$ cat config.mk
export PLATFORM = sky130hd
export DESIGN_NAME = raifes_uart_tx
export DESIGN_NICKNAME = d
export VERILOG_FILES = /design/src/rtl/raifes_uart_pkg.sv /design/src/rtl/raifes_sync_fifo.sv /design/src/rtl/raifes_uart_tx.sv
export SDC_FILE = /design/constraint.sdc
export NUM_CORES = 1
export LEC_CHECK = 0
export CORE_ASPECT_RATIO = 0.7
export CORE_UTILIZATION = 43
export DETAILED_ROUTE_END_ITERATION = 10
export PLACE_DENSITY = 0.59
export REMOVE_ABC_BUFFERS = 1
export SLEW_MARGIN = 20
export SYNTH_ARGS = -nofsm -noshare
export SYNTH_HDL_FRONTEND = slang
export SYNTH_SLANG_ARGS = --single-unit
export TNS_END_PERCENT = 30
$ cat constraint.sdc
create_clock -name clk -period 4.2 [get_ports clk]
set_clock_uncertainty 0.2 [all_clocks]
set_input_delay 0.84 -clock clk [delete_from_list [all_inputs] [get_ports clk]]
set_output_delay 0.84 -clock clk [all_outputs]
set_load 0.01 [all_outputs]
$ cat src/rtl/raifes_uart_pkg.sv
// raifes_uart_pkg
// Shared definitions for the raifes UART transmitter:
//   - uart_state_e : 3-bit frame FSM state encoding
//   - PARITY_*     : encodings of the PARITY parameter
//   - frame_cycles : clock cycles taken by one complete frame
package raifes_uart_pkg;

  typedef enum logic [2:0] {
    ST_IDLE   = 3'd0,
    ST_START  = 3'd1,
    ST_DATA   = 3'd2,
    ST_PARITY = 3'd3,
    ST_STOP   = 3'd4
  } uart_state_e;

  localparam int PARITY_NONE = 0;
  localparam int PARITY_ODD  = 1;
  localparam int PARITY_EVEN = 2;

  // Total frame duration in clock cycles. Any parity code other than odd or
  // even (including the illegal value 3) adds no parity bit.
  function automatic int frame_cycles(input int clk_div, input int data_bits,
                                      input int parity, input int stop_bits);
    int par_bits;
    par_bits = (parity == PARITY_ODD || parity == PARITY_EVEN) ? 1 : 0;
    return (1 + data_bits + par_bits + stop_bits) * clk_div;
  endfunction

endpackage

$ cat src/rtl/raifes_sync_fifo.sv
// raifes_sync_fifo
// Single-clock FIFO with registered occupancy flags.
// Ports:
//   clk, reset : clock, synchronous active-high reset (pointers and flags)
//   push, din  : write strobe and data; a push while full is dropped
//   pop, dout  : read strobe; dout always shows the entry at the read pointer
//   full, empty: registered status flags
//   count      : registered number of occupied entries (0..DEPTH)
// DEPTH must be a power of two so the pointers wrap by plain overflow.
module raifes_sync_fifo #(
  parameter int WIDTH = 8,
  parameter int DEPTH = 16
) (
  input  logic                     clk,
  input  logic                     reset,
  input  logic                     push,
  input  logic                     pop,
  input  logic [WIDTH-1:0]         din,
  output logic [WIDTH-1:0]         dout,
  output logic                     full,
  output logic                     empty,
  output logic [$clog2(DEPTH):0]   count
);

  localparam int AW = $clog2(DEPTH);
  localparam logic [AW:0] DEPTH_C = (AW + 1)'(DEPTH);

  logic [WIDTH-1:0] mem [DEPTH];

  logic [AW-1:0] wr_ptr_q, wr_ptr_d;
  logic [AW-1:0] rd_ptr_q, rd_ptr_d;
  logic [AW:0]   count_q, count_d;
  logic          full_q, full_d;
  logic          empty_q, empty_d;
  logic          do_push, do_pop;

  always_comb begin
    do_push  = push && !full_q;
    do_pop   = pop && !empty_q;
    wr_ptr_d = wr_ptr_q;
    rd_ptr_d = rd_ptr_q;
    count_d  = count_q;
    if (do_push) wr_ptr_d = wr_ptr_q + 1'b1;
    if (do_pop)  rd_ptr_d = rd_ptr_q + 1'b1;
    // A simultaneous push and pop leaves the occupancy unchanged.
    case ({do_push, do_pop})
      2'b10:   count_d = count_q + 1'b1;
      2'b01:   count_d = count_q - 1'b1;
      default: count_d = count_q;
    endcase
    full_d  = (count_d == DEPTH_C);
    empty_d = (count_d == '0);
  end

  always_ff @(posedge clk) begin
    if (reset) begin
      wr_ptr_q <= '0;
      rd_ptr_q <= '0;
      count_q  <= '0;
      full_q   <= 1'b0;
      empty_q  <= 1'b1;
    end else begin
      wr_ptr_q <= wr_ptr_d;
      rd_ptr_q <= rd_ptr_d;
      count_q  <= count_d;
      full_q   <= full_d;
      empty_q  <= empty_d;
    end
  end

  // Storage carries data only; it needs no reset.
  always_ff @(posedge clk) begin
    if (do_push) mem[wr_ptr_q] <= din;
  end

  assign dout  = mem[rd_ptr_q];
  assign full  = full_q;
  assign empty = empty_q;
  assign count = count_q;

endmodule

$ cat src/rtl/raifes_uart_tx.sv
// raifes_uart_tx
// Buffered UART transmitter with a configurable frame format.
// Ports:
//   clk        : system clock
//   reset      : synchronous active-high reset; aborts any frame, flushes FIFO
//   wdata      : byte to send, bits above DATA_BITS are ignored
//   wvalid     : write request, accepted on an edge where wvalid && wready
//   wready     : FIFO not full
//   UART_TX    : registered serial output, idles high
//   busy       : frame in progress or bytes still queued
//   fifo_count : number of queued bytes
// Frame: start(0), DATA_BITS data bits LSB first, optional parity, STOP_BITS
// stop bits (1), each bit lasting CLK_DIV cycles. Queued bytes follow each
// other with no idle gap.
module raifes_uart_tx
  import raifes_uart_pkg::*;
#(
  parameter int CLK_DIV    = 217,
  parameter int DATA_BITS  = 8,
  parameter int PARITY     = 0,
  parameter int STOP_BITS  = 1,
  parameter int FIFO_DEPTH = 16
) (
  input  logic                          clk,
  input  logic                          reset,
  input  logic [7:0]                    wdata,
  input  logic                          wvalid,
  output logic                          wready,
  output logic                          UART_TX,
  output logic                          busy,
  output logic [$clog2(FIFO_DEPTH):0]   fifo_count
);

  localparam int TW = $clog2(CLK_DIV);
  localparam logic [TW-1:0] TIMER_RELOAD = TW'(CLK_DIV - 1);
  localparam logic [2:0]    LAST_DATA    = 3'(DATA_BITS - 1);
  localparam logic [2:0]    LAST_STOP    = 3'(STOP_BITS - 1);
  localparam logic [7:0]    DATA_MASK    = 8'((1 << DATA_BITS) - 1);
  // The illegal code 3 falls through to "no parity".
  localparam bit PAR_EN  = (PARITY == PARITY_ODD) || (PARITY == PARITY_EVEN);
  localparam bit PAR_ODD = (PARITY == PARITY_ODD);

  uart_state_e   state_q, state_d;
  logic [TW-1:0] timer_q, timer_d;
  logic [2:0]    bit_q, bit_d;      // data bit index in DATA, stop bit index in STOP
  logic [7:0]    shreg_q, shreg_d;
  logic          par_q, par_d;
  logic          tx_q, tx_d;
  logic          tick;
  logic          pop_req;

  logic [7:0]    fifo_dout;
  logic          fifo_full;
  logic          fifo_empty;

  // Parity bit that makes the frame's count of ones odd or even, taken over
  // the transmitted data bits only.
  function automatic logic parity_bit(input logic [7:0] data);
    logic ones;
    ones = ^(data & DATA_MASK);
    return PAR_ODD ? ~ones : ones;
  endfunction

  raifes_sync_fifo #(
    .WIDTH (8),
    .DEPTH (FIFO_DEPTH)
  ) u_fifo (
    .clk   (clk),
    .reset (reset),
    .push  (wvalid),
    .pop   (pop_req),
    .din   (wdata),
    .dout  (fifo_dout),
    .full  (fifo_full),
    .empty (fifo_empty),
    .count (fifo_count)
  );

  assign wready = !fifo_full;
  assign busy   = (state_q != ST_IDLE) || !fifo_empty;
  assign tick   = (timer_q == '0);

  // State register
  always_ff @(posedge clk) begin
    if (reset) begin
      state_q <= ST_IDLE;
      timer_q <= TIMER_RELOAD;
      bit_q   <= '0;
      tx_q    <= 1'b1;
    end else begin
      state_q <= state_d;
      timer_q <= timer_d;
      bit_q   <= bit_d;
      tx_q    <= tx_d;
    end
  end

  // Byte being shifted out and its parity; only meaningful once loaded.
  always_ff @(posedge clk) begin
    shreg_q <= shreg_d;
    par_q   <= par_d;
  end

  // Next-state logic
  always_comb begin
    state_d = state_q;
    timer_d = timer_q;
    bit_d   = bit_q;
    shreg_d = shreg_q;
    par_d   = par_q;
    pop_req = 1'b0;

    // Outside IDLE the timer free-runs; expiry marks the end of a bit.
    if (state_q != ST_IDLE) begin
      timer_d = tick ? TIMER_RELOAD : timer_q - 1'b1;
    end

    case (state_q)
      ST_IDLE: begin
        if (!fifo_empty) begin
          pop_req = 1'b1;
          shreg_d = fifo_dout;
          par_d   = parity_bit(fifo_dout);
          timer_d = TIMER_RELOAD;
          bit_d   = '0;
          state_d = ST_START;
        end
      end
      ST_START: begin
        if (tick) begin
          bit_d   = '0;
          state_d = ST_DATA;
        end
      end
      ST_DATA: begin
        if (tick) begin
          shreg_d = shreg_q >> 1;
          if (bit_q == LAST_DATA) begin
            bit_d   = '0;
            state_d = PAR_EN ? ST_PARITY : ST_STOP;
          end else begin
            bit_d = bit_q + 1'b1;
          end
        end
      end
      ST_PARITY: begin
        if (tick) begin
          bit_d   = '0;
          state_d = ST_STOP;
        end
      end
      ST_STOP: begin
        if (tick) begin
          if (bit_q == LAST_STOP) begin
            bit_d = '0;
            // Chain straight into the next start bit when more data waits.
            if (!fifo_empty) begin
              pop_req = 1'b1;
              shreg_d = fifo_dout;
              par_d   = parity_bit(fifo_dout);
              state_d = ST_START;
            end else begin
              state_d = ST_IDLE;
            end
          end else begin
            bit_d = bit_q + 1'b1;
          end
        end
      end
      default: begin
        state_d = ST_IDLE;
      end
    endcase
  end

  // Output logic: the line level for the current state, registered into tx_q
  // so the pin follows the FSM by one cycle and never glitches.
  always_comb begin
    tx_d = 1'b1;
    case (state_q)
      ST_START:  tx_d = 1'b0;
      ST_DATA:   tx_d = shreg_q[0];
      ST_PARITY: tx_d = par_q;
      default:   tx_d = 1'b1;
    endcase
  end

  assign UART_TX = tx_q;

endmodule

==> results.cfg, run 1 <==
[power]
power.density_mw_per_mm2 = 590
power_leakage_nw = 2.70
p_total_mw = 4.83
vdd_drop_max_mv = 0.402

[clock_network]
cts-resized-gates = 0
clk-insertion-delay-late_ps = 430
cts_sinks = 171
cts_buffer_depth = 2
cts_buffers = 17
path_clk_slew_ps = 70
tritoncts = built
cts_hold_buf = 0
postCtsSetupBuffers = 0
htreeDepth = 4
cts_root_buf = clkbuf_16

[setup_path]
start_kind = flop
path_max_fanout = 15
r2r-end = u_fifo.full$_SDFF_PP0_
worstRegToRegCells = 15
cp-end-kind = output pin
r2r_start = timer_q[0]$_SDFF_PP0_
critPathArrivalTime_ps = 2440
required_ps = 3160
critPathKind = reg2out
critPathCapture = busy
worstSetupStartpoint = state_q[1]$_SDFFE_PP0P_
worst-r2r-setup-slack_ps = 770

[logic_synthesis]
post-synth-top-area-cell = edfxtp_1
ys_async_sr_fraction = 0
synthTopCellsByArea = edfxtp_1, dfxtp_1, mux4_2
yosysSeqAreaShare = 0.671
synth_area_sq_mm = 0.00715
synth_top_cell_area_share = 0.576
synthesis.instances = 451
ys_types = 50
synth_edf_count = 137
ys_ff_latch = 171
syn_area_per_cell_sq_um = 15.8
yosysWarningCount = 0
ys.flop_type = edfxtp_1

[detailed_routing]
wl_per_cell_um = 19.5
vias = 3913
postRouteAntennaNets = 0
via_per_inst = 5.42
first_iter_violations = 294
wl_mm = 14.1
route.detailed.drc = 0
drtPass1Iterations = 4

[placed_design]
place_area_sq_mm = 0.00762
io_buffers = 18
globalplace.congestion = 0.807
place_hpwl_mm = 9.01

[outcome]
outcome = finished clean

[timing]
fmax_mhz = 288
fin_hold_ws_ps = 307
post-route-period-util = 0.828
grt_setup_unrepaired = no
report.final.hold_viol_count = 0
report.final.slew_viol_count = 0
tightest_slew_ps = 1010
tns_ps = 0
relSlewSlack = 0.325
period_needed_ps = 3480
setup_viol = 0

[flow_run]
maxCapViolCount = 0

[grt]
grt_pass1_vias = 3803
grt-ovfl-total = 0
grt_max_degree = 30
grt_usage = 0.181
grt_pass1_wl_mm = 22.1
antenna_found_initial = 0

[final_layout]
area_growth_pct = 14.5
layout-drive-gt1-share = 0.163
layout_commonest_cell = edfxtp_1
fin_nets = 508
antenna_cells = 0
final_cell_mix = edfxtp_1, nor2_1, dfxtp_1
final_core_util = 0.502
final_cell_area_sq_mm = 0.00818
fill_cells = 1381

[hold_path]
min_delay_path_depth = 2
hp-class = reg2reg
hold_start = timer_q[4]$_SDFF_PP1_

[floorplanning]
die_x_um = 156
std_cell_rows = 39
die_area_sq_mm = 0.0171
core_sq_mm = 0.0163
ioPinCount = 19
chipHeight_um = 110
start_util = 0.438
[layer usage]
layer	wire length (um)	vias up	part of all wire	GRT usage
met3	871	7	0.062	0.0382
met5	0	-	0	0
li1	-	1807	-	-
met1	6680	1989	0.47	0.262
met4	112	0	0.0080	0.0588
met2	6410	110	0.46	0.272
[registers in the layout, indices dropped and copies added (netlist names), named ones only]
register,flops
u_fifo.mem,128
shreg_q,8
timer_q,8
u_fifo.count,5
u_fifo.rd_ptr_q,4
u_fifo.wr_ptr_q,4
bit_q,3
state_q,3
UART_TX,1
par_q,1
u_fifo.empty,1
u_fifo.full,1
[synthesized netlist by cell type (6+ instances only)]
cell / number
edfxtp_1: 137
nor2_1: 52
dfxtp_1: 34
mux4_2: 25
clkbuf_1: 17
a21oi_1: 16
nand2_1: 16
mux2i_1: 14
ha_1: 13
nor3_1: 12
xnor2_1: 11
xor2_1: 11
inv_1: 9
mux4_1: 6
[layout make-up]
type	count	area [sq um]	area share
Tap cell	225	282	0.0344
Timing Repair Buffer	36	315	0.0385
Clock buffer	18	429	0.0525
Multi-Input combinational cell	248	2190	0.268
Clock inverter	14	125	0.0153
Inverter	10	37.5	0.00459
Sequential cell	171	4800	0.586
[worst max-delay path, stage by stage (launching register included)]
cell and delay [ps]:
dfxtp_1 480, nor3_1 740, nand2_1 250, clkdlybuf4s50_1 550
[cells by family (layout without fill, tap and decap cells)]
| logic type | Yosys count | in the layout | share of synthesized area |
|---|---|---|---|
| buffers and inverters | 32 | 78 | 0.0219 |
| adder cells (fa/ha/maj) | 13 | 13 | 0.0228 |
| AO/OA/AOI/OAI | 52 | 52 | 0.0496 |
| XOR/XNOR | 25 | 25 | 0.0347 |
| multiplexers | 46 | 46 | 0.122 |
| flip-flops | 171 | 171 | 0.671 |
| AND/OR/NAND/NOR | 112 | 112 | 0.0781 |
[stage by stage]
step,setup WS (ps),instances
4_1_cts,708,722
6_report,723,722
2_1_floorplan,501,429
3_5_place_dp,605,690
5_1_grt,432,722
3_3_place_gp,669,690
[power breakdown]
group          switching [mW]  total, mW  internal (mW)
Clock                   0.700       1.48          0.782
Combinational           0.567       1.20          0.629
Sequential              0.156       2.15           1.99
Total                    1.42       4.83           3.40
[how the worst min path moves through the flow]
stage                                  endpoint  slack [ps]
after global placement    timer_q[4]$_SDFF_PP1_         280
after detailed placement  timer_q[4]$_SDFF_PP1_         280
after CTS                 timer_q[4]$_SDFF_PP1_         310
final                     timer_q[4]$_SDFF_PP1_         310
after global routing      timer_q[4]$_SDFF_PP1_         340
after floorplan           timer_q[4]$_SDFF_PP1_         270
Note: power is estimated with default switching activity, not from simulation.
==> run 2: changes to the inputs <==
==> constraint.sdc (replaced) <==
create_clock -name clk -period 3.4 [get_ports clk]
set_clock_uncertainty 0.2 [all_clocks]
set_input_delay 0.68 -clock clk [delete_from_list [all_inputs] [get_ports clk]]
set_output_delay 0.68 -clock clk [all_outputs]
set_load 0.01 [all_outputs]
==> results.cfg, run 2 (synthesized netlist as in run 1, its figures left out) <==
[outcome]
outcome = finished clean

[timing]
fin_hold_ws_ps = 315
post-route-period-util = 0.910
report.final.hold_viol_count = 0
setup_viol = 0
period_needed_ps = 3090
report.final.slew_viol_count = 0
fmax_mhz = 323
fin_ws_ps = 307
tightest_slew_ps = 607
tns_ps = 0
relSlewSlack = 0.594
grt_setup_unrepaired = no

[setup_path]
worst-r2r-setup-slack_ps = 310
r2r-end = u_fifo.count[4]$_SDFF_PP0_
path_max_fanout = 7
r2r_start = timer_q[0]$_SDFF_PP0_
required_ps = 3510
cpMaxStageDelayCell = dfxtp_1
slowest_delay_ps = 310
critPathArrivalTime_ps = 3200
worstRegToRegCells = 14
critPathKind = reg2reg
path_cells = inv_1 > ha_1 > nor4b_4 > a31oi_2 > nor4_4 > ha_2 > xor2_1 > ha_1 > nor4bb_1 > a21oi_1 > o21ai_0 > nand2b_1 > xor2_1 > nor2_1
cp-end-kind = flop
start_kind = flop

[placed_design]
place_inst = 703
post-place-ws_ps = 116
place_area_sq_mm = 0.00776
place_hpwl_mm = 9.05
globalplace.congestion = 0.837
io_buffers = 18

[final_layout]
finalNonFillerCells = 735
fin_nets = 521
layout-drive-gt1-share = 0.194
final_core_util = 0.518
largest_reg_flops = 128
largestRegisters = u_fifo.mem x128, shreg_q x8, timer_q x8
fill_cells = 1377
top_register = u_fifo.mem
layout_commonest_cell = edfxtp_1
final_cell_mix = edfxtp_1, nor2_1, dfxtp_1
antenna_cells = 0
final_cell_area_sq_mm = 0.00843
area_growth_pct = 18.0

[grt]
grt_pass1_wl_mm = 21.5
antenna_found_initial = 0
grt-ovfl-total = 0
grt_usage = 0.172
grt_max_degree = 30
grt_pass1_vias = 3858

[floorplanning]
die_area_sq_mm = 0.0171
chipHeight_um = 110
ioPinCount = 19
core_sq_mm = 0.0163
die_x_um = 156
std_cell_rows = 39
start_util = 0.438

[clock_network]
tritoncts = built
path_clk_slew_ps = 80
cts_buffers = 17
clk-insertion-delay-late_ps = 420
htreeDepth = 4
cts_buffer_depth = 2
cts_hold_buf = 0
cts_sinks = 171
cts_root_buf = clkbuf_16

[power]
power.density_mw_per_mm2 = 740
power_leakage_nw = 2.83
p_total_mw = 6.24
vdd_drop_max_mv = 0.367

[detailed_routing]
postRouteAntennaNets = 0
via_per_inst = 5.23
first_iter_violations = 234
drtPass1Iterations = 4
wl_mm = 13.3
route.detailed.drc = 0
vias = 3845
wl_per_cell_um = 18.1

[hold_path]
hp-class = reg2reg
hold_end = timer_q[4]$_SDFF_PP1_
hold_start = timer_q[4]$_SDFF_PP1_
min_delay_path_depth = 2

[flow_run]
maxCapViolCount = 0
run 2: changes by cell type in the layout (fill, tap and decap cells not counted), moves of 2 or more:
cell and delta:
clkinv_8 +6, inv_6 -2, buf_12 +3, clkinvlp_4 -2, buf_4 +10, bufinv_16 +2
run 2: what timing repair did:
item                                    4_1_cts  5_1_grt
setup buffers                                 0        0
resized for setup                             0        4
endpoints found under the setup margin        0        4
endpoints found under the hold margin         0        0
run 2: power by group:
part / total (mW) / internal [mW] / switching, mW
Combinational: 1.56 / 0.841 / 0.718
Sequential: 2.64 / 2.46 / 0.177
Clock: 2.05 / 1.14 / 0.904
run 2: layout make-up:
class                      count  area, sq um  share of cell area
timing repair buffer          49          450              0.0534
clock inverter                15          226              0.0269
multi-input combinational    248         2220               0.263
clock buffer                  17          425              0.0504
sequential                   171         4800               0.569
inverter                      10         37.5             0.00445
tap                          225          282              0.0334
run 2: critical path, delay by kind of cell (launching register included):
| family | cells | cell delay, ps |
|---|---|---|
| and+or+nand+nor | 5 | 910 |
| adders and majority gates | 3 | 690 |
| AOI/OAI and AO/OA | 3 | 400 |
| xor gates and xnor gates | 2 | 360 |
| DFF | 1 | 310 |
| buffers and inverters | 1 | 120 |
run 2: metal layers:
| layer | track usage | wire length (um) | up-vias |
|---|---|---|---|
| met5 | 0 | 0 | - |
| met4 | 0.0546 | 42 | 0 |
| met3 | 0.0347 | 470 | 2 |
| met2 | 0.266 | 6220 | 57 |
| met1 | 0.245 | 6580 | 1947 |
| li1 | - | - | 1839 |
run 2: worst max-delay path by stage:
stage,startpoint,to,slack (ps),cells after the start
global placement,wvalid,u_fifo.full$_SDFF_PP0_,200,12
global route,timer_q[0]$_SDFF_PP0_,u_fifo.count[4]$_SDFF_PP0_,70,14
detailed placement,wvalid,u_fifo.full$_SDFF_PP0_,120,12
floorplan,flop,par_q$_DFFE_PP_,-300,5
CTS,state_q[1]$_SDFFE_PP0P_,busy,90,3
finish,timer_q[0]$_SDFF_PP0_,u_fifo.count[4]$_SDFF_PP0_,310,14
==> run 3: changes to the inputs <==
--- a/config.mk
+++ b/config.mk
@@ -6,6 +6,7 @@
 export NUM_CORES = 1
 export LEC_CHECK = 0
 export CORE_ASPECT_RATIO = 0.7
+export CORE_MARGIN = 3
 export CORE_UTILIZATION = 43
 export DETAILED_ROUTE_END_ITERATION = 10
 export PLACE_DENSITY = 0.59
@@ -14,4 +15,3 @@
 export SYNTH_ARGS = -nofsm -noshare
 export SYNTH_HDL_FRONTEND = slang
 export SYNTH_SLANG_ARGS = --single-unit
-export TNS_END_PERCENT = 30
==> results.cfg, run 3 (synthesized netlist as in run 1, its figures left out) <==
[grt]
grt_pass1_vias = 3821
grt-ovfl-total = 0
grt_max_degree = 38
antenna_found_initial = 0
grt_usage = 0.158
grt_pass1_wl_mm = 21.6

[setup_path]
critPathKind = reg2reg
start_kind = flop
path_max_fanout = 4
cp-end-kind = flop
critPathArrivalTime_ps = 3190
cp_num_buf_inv = 1
crit_family = simple AND/OR/NAND/NOR gates
worstSetupStartpoint = timer_q[0]$_SDFF_PP0_
slowest_delay_ps = 350
required_ps = 3500
r2r_start = timer_q[0]$_SDFF_PP0_
path_cells = inv_1 > ha_1 > nor4b_4 > a31oi_2 > nor4_4 > ha_4 > xor2_1 > ha_1 > nor4bb_1 > a21oi_1 > o21ai_1 > nand2b_1 > xor2_1 > nor3_1
cpMaxStageDelayCell = nor4_4

[timing]
report.final.slew_viol_count = 0
report.final.hold_viol_count = 0
setup_viol = 0
tns_ps = 0
fmax_mhz = 323
post-route-period-util = 0.910
tightest_slew_ps = 596
relSlewSlack = 0.601
fin_hold_ws_ps = 324
period_needed_ps = 3090

[floorplanning]
std_cell_rows = 38
die_x_um = 160
start_util = 0.450
chipHeight_um = 114
ioPinCount = 19
core_sq_mm = 0.0159
die_area_sq_mm = 0.0182

[clock_network]
cts_root_buf = clkbuf_16
cts_hold_buf = 0
tritoncts = built
clk-insertion-delay-late_ps = 420
cts_buffers = 17
path_clk_slew_ps = 60
cts_sinks = 171
htreeDepth = 4
cts_buffer_depth = 2

[placed_design]
io_buffers = 18
place_hpwl_mm = 8.93
globalplace.congestion = 0.785

[final_layout]
fill_cells = 1309
layout-drive-gt1-share = 0.180
top_register = u_fifo.mem
final_cell_mix = edfxtp_1, nor2_1, dfxtp_1
area_growth_pct = 16.7
layout_commonest_cell = edfxtp_1
antenna_cells = 0
largest_reg_flops = 128
fin_nets = 517
largestRegisters = u_fifo.mem x128, shreg_q x8, timer_q x8

[hold_path]
hold_start = timer_q[4]$_SDFF_PP1_
hp-class = reg2reg

[detailed_routing]
wl_per_cell_um = 18.5
first_iter_violations = 232
vias = 3818
route.detailed.drc = 0
postRouteAntennaNets = 0
drtPass1Iterations = 4
via_per_inst = 5.26
wl_mm = 13.4

[power]
power.density_mw_per_mm2 = 734
power_leakage_nw = 2.77
vdd_drop_max_mv = 0.339

[flow_run]
maxCapViolCount = 0

[outcome]
outcome = finished clean
## run 3: cell types whose count changed in the layout (fill, tap and decap cells not counted), moves of 2 or more
cell,before,now
buf_4,28,25
clkinv_8,6,0
clkinvlp_4,0,3
clkinv_4,1,3
clkbuf_1,0,3
inv_8,3,0
## run 3: final timing paths
kind	slack [ps]	end	depth (start not counted)
worst max-delay path	310	u_fifo.full$_SDFF_PP0_	14
worst min-delay path	320	timer_q[4]$_SDFF_PP1_	2
worst max register to register	310	u_fifo.full$_SDFF_PP0_	14
worst min register to register	320	timer_q[4]$_SDFF_PP1_	2
## run 3: area by class of cell
| cell class | instances | area [sq um] | share of cell area |
|---|---|---|---|
| clock inverters | 12 | 165 | 0.0198 |
| clock buffers | 20 | 437 | 0.0524 |
| well taps | 220 | 275 | 0.0330 |
| multi-input cells | 248 | 2220 | 0.266 |
| inverters | 10 | 37.5 | 0.00450 |
| flip-flops and latches | 171 | 4800 | 0.575 |
| repair buffers | 45 | 408 | 0.0489 |
## run 3: worst reg2reg max path, cell delays in order (launching register included)
cell and delay [ps]:
dfxtp_1 310, inv_1 110, ha_1 180, nor4b_4 240
a31oi_2 180, nor4_4 350, ha_4 210, xor2_1 140
ha_1 220, nor4bb_1 280, a21oi_1 70, o21ai_1 130
nand2b_1 100, xor2_1 180, nor3_1 60
## run 3: timing repair
item / 4_1_cts / 5_1_grt
endpoints found under the setup margin: 0 / 3
gates resized for setup: 0 / 5
setup buffers: 0 / 1
## run 3: routing by layer
metal / routed length (um) / global-route usage / vias to the layer above
li1: - / - / 1829
met5: 0 / 0 / -
met4: 82 / 0.0416 / 0
met1: 6550 / 0.239 / 1909
met2: 6060 / 0.228 / 73
met3: 705 / 0.0414 / 7
## run 3: where the power goes
part           leakage [nW]  internal (mW)  switching (mW)  total (mW)
registers              1.52           2.46           0.147        2.61
logic                 0.967          0.805           0.764        1.57
clock network         0.282           1.17           0.777        1.94
total                  2.77           4.43            1.69        6.12
## run 3: metrics by stage
stage	area, sq um	power, mW	utilization	worst slack (ps)	cells
finish	8340	6.12	0.525	307	726
CTS	8310	6.18	0.523	171	725
detailed placement	7700	4.22	0.485	133	693
floorplan	7030	3.73	-	-299	429
global placement	7700	4.19	0.485	222	693
global route	8340	6.44	0.525	-3.52	726
